==> config.mk <==
export PLATFORM = sky130hd
export DESIGN_NAME = rr_logb_flow_ctrl
export DESIGN_NICKNAME = d
export VERILOG_FILES = /design/src/rtl/rr_logb_flow_ctrl.sv
export SDC_FILE = /design/constraint.sdc
export NUM_CORES = 1
export LEC_CHECK = 0
export CORE_MARGIN = 4
export CORE_UTILIZATION = 50
export CTS_BUF_LIST = sky130_fd_sc_hd__clkbuf_4 sky130_fd_sc_hd__clkbuf_8
export DETAILED_ROUTE_END_ITERATION = 10
export PLACE_DENSITY = 0.79
export SLEW_MARGIN = 20
export SYNTH_ARGS = -nofsm -noshare
export SYNTH_HDL_FRONTEND = slang
export SYNTH_SLANG_ARGS = --single-unit
==> constraint.sdc <==
create_clock -name clk -period 3.2 [get_ports clk]
set_input_delay 0.64 -clock clk [delete_from_list [all_inputs] [get_ports clk]]
set_output_delay 0.64 -clock clk [all_outputs]
set_load 0.01 [all_outputs]
==> src/rtl/rr_logb_flow_ctrl.sv <==
// Credit-based flow controller for the logging-bus merge tree: issues tree ready
// against downstream FIFO credits, runs the flush sequence, and keeps beat/bit stats.
module rr_logb_flow_ctrl #(
  parameter int unsigned FULL_WIDTH   = 1024,
  parameter int unsigned OFFSET_WIDTH = $clog2(FULL_WIDTH + 1),
  parameter int unsigned CREDITS      = 16,
  parameter int unsigned PIPE_LAT     = 3,
  parameter int unsigned CREDIT_W     = $clog2(CREDITS + 1)
) (
  input  logic                    clk,
  input  logic                    rstn,
  input  logic                    cfg_enable,
  input  logic                    flush_req,
  output logic                    flush_done,
  input  logic                    tree_any_valid,
  input  logic [OFFSET_WIDTH-1:0] tree_len,
  output logic                    tree_ready,
  output logic                    fifo_push,
  input  logic                    credit_return,
  output logic [CREDIT_W-1:0]     credit_cnt,
  output logic [31:0]             beat_cnt,
  output logic [47:0]             bit_cnt,
  output logic                    overflow_err
);

  localparam int unsigned         DRAIN_W      = $clog2(PIPE_LAT + 2);
  localparam logic [DRAIN_W-1:0]  DRAIN_END    = DRAIN_W'(PIPE_LAT + 1);
  localparam logic [CREDIT_W-1:0] CREDIT_MAX   = CREDIT_W'(CREDITS);
  localparam logic [CREDIT_W-1:0] CREDIT_SLACK = CREDIT_W'(PIPE_LAT);

  typedef enum logic [1:0] {
    IDLE  = 2'd0,
    RUN   = 2'd1,
    DRAIN = 2'd2,
    DONE  = 2'd3
  } state_e;

  state_e              state_q, state_d;
  logic [DRAIN_W-1:0]  drain_q, drain_d;
  logic [CREDIT_W-1:0] credit_q, credit_d;
  logic [31:0]         beat_q, beat_d;
  logic [47:0]         bit_q, bit_d;
  logic                ovf_q, ovf_d;
  logic                ready_q, ready_d;
  logic                done_q, done_d;
  logic                accept;

  // The tree may still deliver beats after ready falls, so every valid beat is taken.
  assign accept    = tree_any_valid;
  assign fifo_push = tree_any_valid;

  always_comb begin
    state_d  = state_q;
    drain_d  = '0;
    credit_d = credit_q;
    beat_d   = beat_q;
    bit_d    = bit_q;
    ovf_d    = ovf_q;

    if (accept) begin
      beat_d = beat_q + 32'd1;
      bit_d  = bit_q + 48'(tree_len);
      if (credit_q == '0) ovf_d = 1'b1;
    end

    // Saturating credit update: no wrap below zero, extra returns ignored at full.
    unique case ({credit_return, accept})
      2'b10:   if (credit_q != CREDIT_MAX) credit_d = credit_q + CREDIT_W'(1);
      2'b01:   if (credit_q != '0)         credit_d = credit_q - CREDIT_W'(1);
      default: credit_d = credit_q;
    endcase

    unique case (state_q)
      IDLE: begin
        if (flush_req)       state_d = DONE;
        else if (cfg_enable) state_d = RUN;
      end
      RUN: begin
        if (flush_req || !cfg_enable) state_d = DRAIN;
      end
      DRAIN: begin
        drain_d = accept ? '0 : drain_q + DRAIN_W'(1);
        if (drain_d == DRAIN_END) state_d = DONE;
      end
      DONE: begin
        if (!flush_req) state_d = IDLE;
      end
      default: state_d = IDLE;
    endcase

    // Ready only while staying in RUN with more than the in-flight slack left.
    ready_d = (state_q == RUN) && (state_d == RUN) && (credit_d > CREDIT_SLACK);
    done_d  = (state_d == DONE);
  end

  always_ff @(posedge clk or negedge rstn) begin
    if (!rstn) begin
      state_q  <= IDLE;
      drain_q  <= '0;
      credit_q <= CREDIT_MAX;
      beat_q   <= '0;
      bit_q    <= '0;
      ovf_q    <= 1'b0;
      ready_q  <= 1'b0;
      done_q   <= 1'b0;
    end else begin
      state_q  <= state_d;
      drain_q  <= drain_d;
      credit_q <= credit_d;
      beat_q   <= beat_d;
      bit_q    <= bit_d;
      ovf_q    <= ovf_d;
      ready_q  <= ready_d;
      done_q   <= done_d;
    end
  end

  assign tree_ready   = ready_q;
  assign flush_done   = done_q;
  assign credit_cnt   = credit_q;
  assign beat_cnt     = beat_q;
  assign bit_cnt      = bit_q;
  assign overflow_err = ovf_q;

endmodule

==> key figures <==
Power
  • Comb pwr share: 39.4%
  • Peak VDD IR: 0.516 mV
  • Sw frac: 34.5%
  • Power Density: 689 nW/um^2
  • Leak: 2.72 nW
  • Int Power: 2.80 mW
  • Clock power frac: 22.5%
  • NetSw: 1.47 mW
  • Sequential fraction of design power: 38.0%
  • Tot Pwr: 4.28 mW

Floorplan
  • Die ar.: 11100 sq um
  • Die width: 105 um
  • Row count: 35
  • Starting Density: 51.2%
  • Die Y: 105 um
  • Core area: 9240 sq um
  • Num ports: 106

Critical path
  • Crit start category: input pin
  • Arr. time, crit path: 2.10 ns
  • Required @ worst endpoint: 2.56 ns
  • Worst Path Max Fanout: 14
  • Crit path kind: input pin to primary output
  • Critical Path End Type: primary output

Placement
  • Placed wire-length estimate: 7720 um
  • Post-Place Cells: 672
  • Gpl congestion: 0.816
  • PortBufs: 105

Route
  • DRC errors left: 0
  • Via Count: 3724
  • Via density: 5.41
  • Pre-antenna DRT Iters: 4
  • 1st-iter DRT viols: 131
  • Post-route ant nets: 0
  • Drt total wl: 10500 um
  • Drt wl/cell: 15.3 um

Global routing
  • Number of global-route vias before repair: 3768
  • GRT Util Overall: 19.9%
  • Initial antenna violation count: 0
  • Largest net degree at the start of global routing: 66
  • First-pass GRT wire length: 18300 um
  • Gr ovfl total: 0

Clock network
  • H-Tree Depth: 3
  • Root Buffer: clkbuf_8
  • CTS Buffer Depth: 2
  • CTS Sinks: 93
  • # hold bufs at CTS: 0
  • TritonCTS clock tree: built
  • Clk_lat worst skew: 0.35 ns
  • Postcts setup bufs: 0
  • Number of gates resized after CTS: 0
  • Reg clk slew, reported paths: 0.09 ns
  • TritonCTS Buffers: 9

Synthesis
  • Synth cell types: 60
  • Asr flop ratio synth: 100%
  • XOR/XNOR Fraction of Synth Area: 14.2%
  • Warnings from Yosys: 0
  • Yosys reg bits: 93
  • Avg Inst Size Synth: 10.7 sq um
  • EDFF count, synth: 0
  • Main combinational cell family by area after synthesis: simple AND/OR/NAND/NOR gates
  • Top FF cell, synth: dfrtp_1
  • Register area share after synthesis: 49.2%
  • Netlist area before placement: 4730 sq um
  • Post-Synth Adder-Cell Area: 4.92%
  • Synth Area in Compound Gates: 7.14%
  • Synth Net Count: 477
  • Mux cell area share after synthesis: 2.14%
  • Simple-gate share of the synthesized area: 19.6%
  • Largest cells by area after synthesis: dfrtp_1 49%, xnor2_1 8.5%, xor2_1 5.4%
  • Mapped Cells: 442
  • Synth top area share: 48.7%
  • Synth area leader: dfrtp_1

STA
  • Finish-stage setup viols: 0
  • Setup TNS: 0 ns
  • Fin. max-slew vios: 0
  • Fin crit share: 85.6%
  • Worst clock skew: 0.0120 ns
  • Min Tclk post-route: 2.74 ns
  • Unrepaired setup endpoints after global routing: false
  • Max Clk Rate: 365 MHz
  • Worst slew pin tran: 0.422 ns
  • Hold Fails Final Rpt: 0
  • Max transition margin: 71.7%
  • Hold slack: 0.207 ns

Job
  • Max_cap viols: 0

Finish
  • Area Growth Syn to Fin: 31.2%
  • Final net count: 589
  • Register area: 2330 sq um
  • Ratio of cells with drive above 1 in the final layout: 8.59%
  • # fillers: 728
  • Area occupied by multi-input gates: 2270 sq um
  • Cell Count, Final, Fillers Out: 688
  • Util after Layout: 67.2%
  • ANT cells: 0

Run status
  • Outcome: complete, no violations

Hold path
  • Hold WC Path Type: input pin to async pin
-- power groups by stage --
stage | clock, mW | combinational [mW] | sequential, mW
6_report | 0.963 | 1.69 | 1.63
5_1_grt | 1.04 | 1.86 | 1.67
4_1_cts | 0.981 | 1.70 | 1.63
3_5_place_dp | 0 | 1.69 | 1.65
3_3_place_gp | 0 | 1.64 | 1.64
2_1_floorplan | 0 | 0.960 | 1.67
-- cells in the final DEF (no fill, tap or decap), types with 4 or more instances in the layout --
cell type	n
a21oi_1	17
o21ai_0	7
xnor2_1	46
and4_1	6
a21o_1	5
nor2_1	25
and3_1	8
buf_4	6
inv_1	17
nand2b_1	4
clkbuf_8	10
clkdlybuf4s50_1	104
nand3_1	26
nand2_1	37
nor3_1	16
dfrtp_1	92
nor4_1	7
mux2_2	9
ha_1	17
nand4_1	16
xor2_1	29
-- path summary, 6_finish.rpt --
path	start	end	slack (ns)	cells past startpoint
worst max register to register	bit_cnt[0]	bit_cnt[26]	0.87	9
max in group asynchronous	rstn	credit_cnt[4]	2.29	2
worst min-delay path	rstn	beat_cnt[16]	0.21	1
worst max-delay path	tree_any_valid	fifo_push	0.46	3
min in group clk	drain_q[0]	drain_q[0]	0.47	1
worst min register to register	drain_q[0]	drain_q[0]	0.47	1
-- cell families (layout without fill, tap and decap cells) --
logic type	Yosys count	after routing
adder cells (fa/ha/maj)	18	18
AND/OR/NAND/NOR	167	167
XOR/XNOR	76	76
flip-flops	93	93
multiplexers	9	9
AO/OA/AOI/OAI	50	50
buffers and inverters	29	146
-- through the flow --
step	setup WS, ns	cell area (sq um)
floorplan	0.634	4730
global placement	0.231	5960
detailed placement	0.178	5960
CTS	0.438	6210
global route	0.401	6210
finish	0.461	6210
-- registers in the layout, summed over array words and instances (netlist names) --
name	count
bit_cnt	48
beat_cnt	32
credit_cnt	5
drain_q	3
state_q	2
flush_done	1
overflow_err	1
tree_ready	1
-- cell usage after synthesis, drive strengths merged (5+ instances only) --
cell type,count
xnor2,47
a21oi,18
o21ai,9
nor3,16
nand4,16
nand2,38
a21o,5
dfrtp,92
buf,7
nand3,26
inv,18
nor4,10
xor2,29
ha,17
and4,6
nor2,26
mux2,9
and3,8
-- final cells by class --
type                            count  share of cell area (%)
Tap cell                          129                    2.60
Timing Repair Buffer              112                    18.1
Clock inverter                      4                    1.57
Multi-Input combinational cell    320                    36.6
Inverter                           18                    1.09
Sequential cell                    93                    37.5
Clock buffer                       12                    2.46
-- metal layers --
layer,track usage [%],routed length (um),vias up
li1,-,-,1786
met1,26.7,4690,1821
met2,32.6,5170,104
met3,4.16,497,13
met4,6.00,148,0
met5,0,0,-
-- critical path, stage by stage --
cell	delay, ns
clkdlybuf4s50_1	0.62
buf_4	0.27
clkdlybuf4s50_1	0.57
Power figures use the tool's default switching activity.
